<file path="src/rtl/arith_adder_multiplier_pkg.sv">
// Shared definitions for the execution-stage adder / shift-add multiplier core.
// Holds the default datapath width, the multiplier state encoding and the counter sizing.
package arith_adder_multiplier_pkg;

    localparam int DEFAULT_WIDTH = 32;

    typedef enum logic {
        IDLE = 1'b0,
        BUSY = 1'b1
    } mul_state_t;

    // One extra bit so the iteration counter can represent WIDTH itself.
    function automatic int cnt_width(input int width);
        return $clog2(width) + 1;
    endfunction

endpackage : arith_adder_multiplier_pkg

</file>
<file path="src/rtl/arith_adder_multiplier_adder.sv">
// Unsigned WIDTH-bit ripple adder with carry-in and carry-out.
// Used both for the external sum port and for the multiplier accumulator.
module arith_adder_multiplier_adder #(
    parameter int WIDTH = 32
) (
    input  logic [WIDTH-1:0] a,
    input  logic [WIDTH-1:0] b,
    input  logic             carry_in,
    output logic [WIDTH-1:0] sum,
    output logic             carry_out
);

    // Operands are zero-extended so the carry lands in bit WIDTH.
    assign {carry_out, sum} = {1'b0, a} + {1'b0, b} + {{WIDTH{1'b0}}, carry_in};

endmodule : arith_adder_multiplier_adder

</file>
<file path="src/rtl/arith_adder_multiplier.sv">
// Integer datapath core: combinational adder plus a WIDTH-cycle shift-add multiplier
// with a rising-level start request and a done/idle status flag.
module arith_adder_multiplier
    import arith_adder_multiplier_pkg::*;
#(
    parameter int WIDTH = DEFAULT_WIDTH
) (
    input  logic             clk,
    input  logic             rst_n,
    input  logic [WIDTH-1:0] a,
    input  logic [WIDTH-1:0] b,
    input  logic             carry_in,
    output logic [WIDTH-1:0] sum,
    output logic             carry_out,
    input  logic             start_mul,
    input  logic [WIDTH-1:0] multiplicand,
    input  logic [WIDTH-1:0] multiplier,
    output logic [WIDTH-1:0] mul_result,
    output logic             mul_done
);

    localparam int                CNT_W    = cnt_width(WIDTH);
    localparam logic [CNT_W-1:0]  CNT_ONE  = CNT_W'(1);
    localparam logic [CNT_W-1:0]  LAST_CNT = CNT_W'(WIDTH - 1);

    mul_state_t       state;
    mul_state_t       state_next;
    logic             start_hist;
    logic             accept;
    logic             last_iter;
    logic [CNT_W-1:0] cnt_q;
    logic [WIDTH-1:0] mcand_q;
    logic [WIDTH-1:0] mplier_q;
    logic [WIDTH-1:0] acc_q;
    logic [WIDTH-1:0] partial;
    logic [WIDTH-1:0] acc_sum;
    logic             acc_carry_unused;

    // External adder port.
    arith_adder_multiplier_adder #(.WIDTH(WIDTH)) u_sum_adder (
        .a         (a),
        .b         (b),
        .carry_in  (carry_in),
        .sum       (sum),
        .carry_out (carry_out)
    );

    // Accumulator adder: only the low word of the product is kept, so its carry is dropped.
    assign partial = mcand_q & {WIDTH{mplier_q[0]}};

    arith_adder_multiplier_adder #(.WIDTH(WIDTH)) u_acc_adder (
        .a         (acc_q),
        .b         (partial),
        .carry_in  (1'b0),
        .sum       (acc_sum),
        .carry_out (acc_carry_unused)
    );

    // A request is taken only on a rising level while idle; a held start never restarts.
    assign accept    = (state == IDLE) && start_mul && !start_hist;
    assign last_iter = (state == BUSY) && (cnt_q == LAST_CNT);

    // State register.
    always_ff @(posedge clk or negedge rst_n) begin
        if (!rst_n) begin
            state <= IDLE;
        end else begin
            // NOTE: sequential state always uses non-blocking assignment so every
            // register samples pre-edge values regardless of block ordering.
            state <= state_next;
        end
    end

    // Next-state logic.
    always_comb begin
        // NOTE: assign a default before any branch so no path leaves the
        // variable unassigned, which would infer a latch.
        state_next = state;
        unique case (state)
            IDLE: if (accept)    state_next = BUSY;
            BUSY: if (last_iter) state_next = IDLE;
            default:             state_next = IDLE;
        endcase
    end

    // Output logic: done is simply "not busy", so it falls at the accept edge
    // and rises at the completion edge, and reset forces it high at once.
    always_comb begin
        mul_done = (state == IDLE);
    end

    // Datapath registers.
    always_ff @(posedge clk or negedge rst_n) begin
        if (!rst_n) begin
            // NOTE: the datapath is reset too because mul_result must read 0 after
            // reset and an aborted multiply must not leak stale partial products.
            start_hist <= 1'b0;
            cnt_q      <= '0;
            mcand_q    <= '0;
            mplier_q   <= '0;
            acc_q      <= '0;
            mul_result <= '0;
        end else begin
            start_hist <= start_mul;
            if (accept) begin
                mcand_q  <= multiplicand;
                mplier_q <= multiplier;
                acc_q    <= '0;
                cnt_q    <= '0;
            end else if (state == BUSY) begin
                acc_q    <= acc_sum;
                mcand_q  <= mcand_q << 1;
                mplier_q <= mplier_q >> 1;
                cnt_q    <= cnt_q + CNT_ONE;
                // The final iteration's partial product is folded in on the same edge.
                if (last_iter) begin
                    mul_result <= acc_sum;
                end
            end
        end
    end

endmodule : arith_adder_multiplier

</file>
<file path="config.mk">
export PLATFORM = sky130hd
export DESIGN_NAME = arith_adder_multiplier
export DESIGN_NICKNAME = d
export VERILOG_FILES = /design/src/rtl/arith_adder_multiplier_pkg.sv /design/src/rtl/arith_adder_multiplier_adder.sv /design/src/rtl/arith_adder_multiplier.sv
export SDC_FILE = /design/constraint.sdc
export NUM_CORES = 1
export LEC_CHECK = 0
export BUFFER_PORTS_ARGS = -buffer_cell sky130_fd_sc_hd__buf_2
export CORE_ASPECT_RATIO = 1.4
export CORE_UTILIZATION = 35
export CTS_BUF_LIST = sky130_fd_sc_hd__clkbuf_4 sky130_fd_sc_hd__clkbuf_8
export CTS_CLUSTER_SIZE = 40
export DETAILED_ROUTE_END_ITERATION = 8
export HOLD_SLACK_MARGIN = 0.03
export REMOVE_ABC_BUFFERS = 1
export SLEW_MARGIN = 20
export SYNTH_ARGS = -nofsm -noshare
export SYNTH_HDL_FRONTEND = slang
export SYNTH_HIERARCHICAL = 1
export SYNTH_SLANG_ARGS = --single-unit
export TNS_END_PERCENT = 20
</file>
<file path="constraint.sdc">
create_clock -name clk -period 4.1 [get_ports clk]
set_input_delay 0.41 -clock clk [delete_from_list [all_inputs] [get_ports clk]]
set_output_delay 0.41 -clock clk [all_outputs]
set_load 0.1 [all_outputs]
</file>
==> results.yml <==
floorplanning:
  die_w_um: 142.4
  num_rows: 71
  dieArea_sq_mm: 0.02827
  num_io_pins: 198
  die_h_um: 198.5
  core_area_sq_mm: 0.02701
  start_util_pct: 35.76
critical_path:
  regToRegSetupSlack_ns: 0.87
  endpoint_kind: "output pin"
  regToRegStartpoint: "mplier_q[0]$_DFFE_PN0P_"
  start_kind: "primary input"
  worstPathArrival_ns: 3.40
  setup.worst_path.class: "in -> out"
  slowest_delay_ns: 0.46
  cp-startpoint: "a[0]"
  cp-endpoint: "sum[30]"
  worstPathBufferInverterCount: 2
  cp.required_ns: 3.69
  cp_top_family: "compound AO/OA/AOI/OAI gates"
  reg2reg_depth: 10
  crit_path_top_delay_cell: "fa_1"
  r2r-end: "mul_result[28]$_DFFE_PN0P_"
  crit_fanout: 3
  cp.depth: 11
  cp_cell_sequence: "buf_2, fa_1, fa_1, a211oi_1, o21bai_2, o2111ai_2, a211oi_2, o21ai_0, o21ai_0, xor2_1, buf_2"
place:
  gp_congestion: 0.8797
  dpl_cell_area_sq_mm: 0.01092
  port_buffers: 197
  dp_hpwl_um: 18790
grt:
  grt_max_degree: 95
  antenna_found_initial: 1
  grt_pass1_wl_um: 40320
  grt_usage_pct: 17.91
  grt_overflow: 0
  grt_pass1_vias: 8348
clock_network:
  cts_hold_buf: 0
  cts_buffers: 17
  cts_max_level: 4
  cts_tree: "yes"
  clock_latency_ns: 0.46
  cts_sinks: 136
  cts_buffer_depth: 2
  path_clk_slew_ns: 0.09
  cts_resized: 0
  root_buffer: "clkbuf_8"
  post_cts_buffers: 0
power:
  power.density_mw_per_mm2: 636.9
  p_total_mw: 7.240
  ir_drop_mv: 0.3698
  p_leak_nw: 5.651
drt:
  drtIter0Drc: 258
  viasPerCell: 5.164
  final_antenna_net_count: 0
  dr.pass1.iters: 4
  wl_per_cell_um: 15.34
  wirelength_um: 24830
  dr_total_vias: 8355
  drc: 0
sta:
  rsz0062_at_grt: "no"
  hold_viol_final: 0
  period_share_pct: 93.00
  fin_skew_ns: 0.01994
  fmax_ghz: 0.2623
  period_needed_ns: 3.813
  maxSlewViolCount: 0
  setup_viol: 0
  whs_ns: 0.01066
  tightestPinTransition_ns: 1.027
  max_slew_margin_pct: 31.51
flow_run:
  maxCapViolations: 0
layout:
  nNetsFinal: 1439
  drive_gt1_share_pct: 24.66
  antennaDiodeCount: 0
  fin_util_pct: 42.09
  fillers: 2771
  syn_to_final_growth_pct: 17.71
  fin_area_sq_mm: 0.01137
hold_path:
  hp-class: "in -> async"
yosys:
  synth_area_per_cell_sq_um: 8.983
  synth_area_sq_mm: 0.009657
  yosysWarnings: 6
  synthCells: 1075
status:
  outcome: "finished clean"
## metal layers
metal / global-route usage, % / vias to the layer above / wire length, um
met1: 20.01 / 3908 / 10060
met2: 32.88 / 218 / 12820
met5: 0 / - / 13
met4: 6.332 / 2 / 547
met3: 4.117 / 44 / 1389
li1: - / 4183 / -
## sequential cells by signal (all words and copies together), names as in the netlist
| register | flops |
|---|---|
| acc_q | 32 |
| cnt_q | 6 |
| mcand_q | 32 |
| state | 1 |
| mplier_q | 32 |
| mul_result | 32 |
| start_hist | 1 |
## final cells by class
cell class                      count  area, sq um  share of cell area, %
Tap cell                          365        456.7                  4.018
Sequential cell                   136         3407                  29.97
Inverter                           11        41.29                 0.3632
Clock buffer                       17        234.0                  2.058
Multi-Input combinational cell    869         5931                  52.17
Timing Repair Buffer              205         1082                  9.521
Clock inverter                     15        215.2                  1.893
## how the worst min path moves through the flow
stage                                          start                         end  slack [ns]  cells after the start
after floorplan                                rst_n        acc_q[0]$_DFFE_PN0P_        0.11                      0
after global placement    mul_result[10]$_DFFE_PN0P_  mul_result[10]$_DFFE_PN0P_        0.47                      1
after detailed placement    mplier_q[31]$_DFFE_PN0P_    mplier_q[30]$_DFFE_PN0P_        0.46                      2
after CTS                                      rst_n    mplier_q[27]$_DFFE_PN0P_        0.05                      1
after global routing                           rst_n    mplier_q[29]$_DFFE_PN0P_        0.07                      1
final                                          rst_n    mplier_q[26]$_DFFE_PN0P_        0.01                      1
## where the power goes
part	internal [mW]	switching [mW]	leakage (nW)	total [mW]
Sequential	1.84	0.319	1.78	2.15
Clock	0.679	0.598	0.221	1.28
Combinational	1.01	2.80	3.65	3.81
Total	3.53	3.71	5.65	7.24
## per-stage QoR
step	worst slack, ns	setup TNS (ns)	cells
2_1_floorplan	-0.7449	-22.73	1016
3_3_place_gp	0.2963	0	1586
3_5_place_dp	0.2757	0	1586
4_1_cts	0.2646	0	1618
5_1_grt	0.004036	0	1618
6_report	0.2869	0	1618
## worst reg2reg max path, cell delays in order, from the launching register on
cell	delay, ns
dfrtp_1	0.46
and2_1	0.21
fa_1	0.43
fa_1	0.42
a21o_1	0.22
a311o_1	0.41
nand3_1	0.15
nand3_2	0.18
o31ai_4	0.25
xnor2_1	0.11
mux2_2	0.26
## layout by cell type (no fill, tap or decap), types with 6 or more instances in the layout
master / n
nor2_1: 39
a21oi_1: 73
inv_1: 10
nor3_1: 6
o21ai_1: 9
buf_4: 8
nand2_1: 193
o21ai_0: 122
xor2_1: 24
mux2_2: 32
and2_1: 33
ha_1: 63
dfrtp_1: 135
a21o_1: 24
mux2i_1: 63
a31oi_1: 8
nand4_1: 18
o21bai_1: 6
nand3_1: 16
buf_2: 194
clkbuf_8: 17
xnor2_1: 31
No activity file was read; power rests on OpenSTA's default activity.
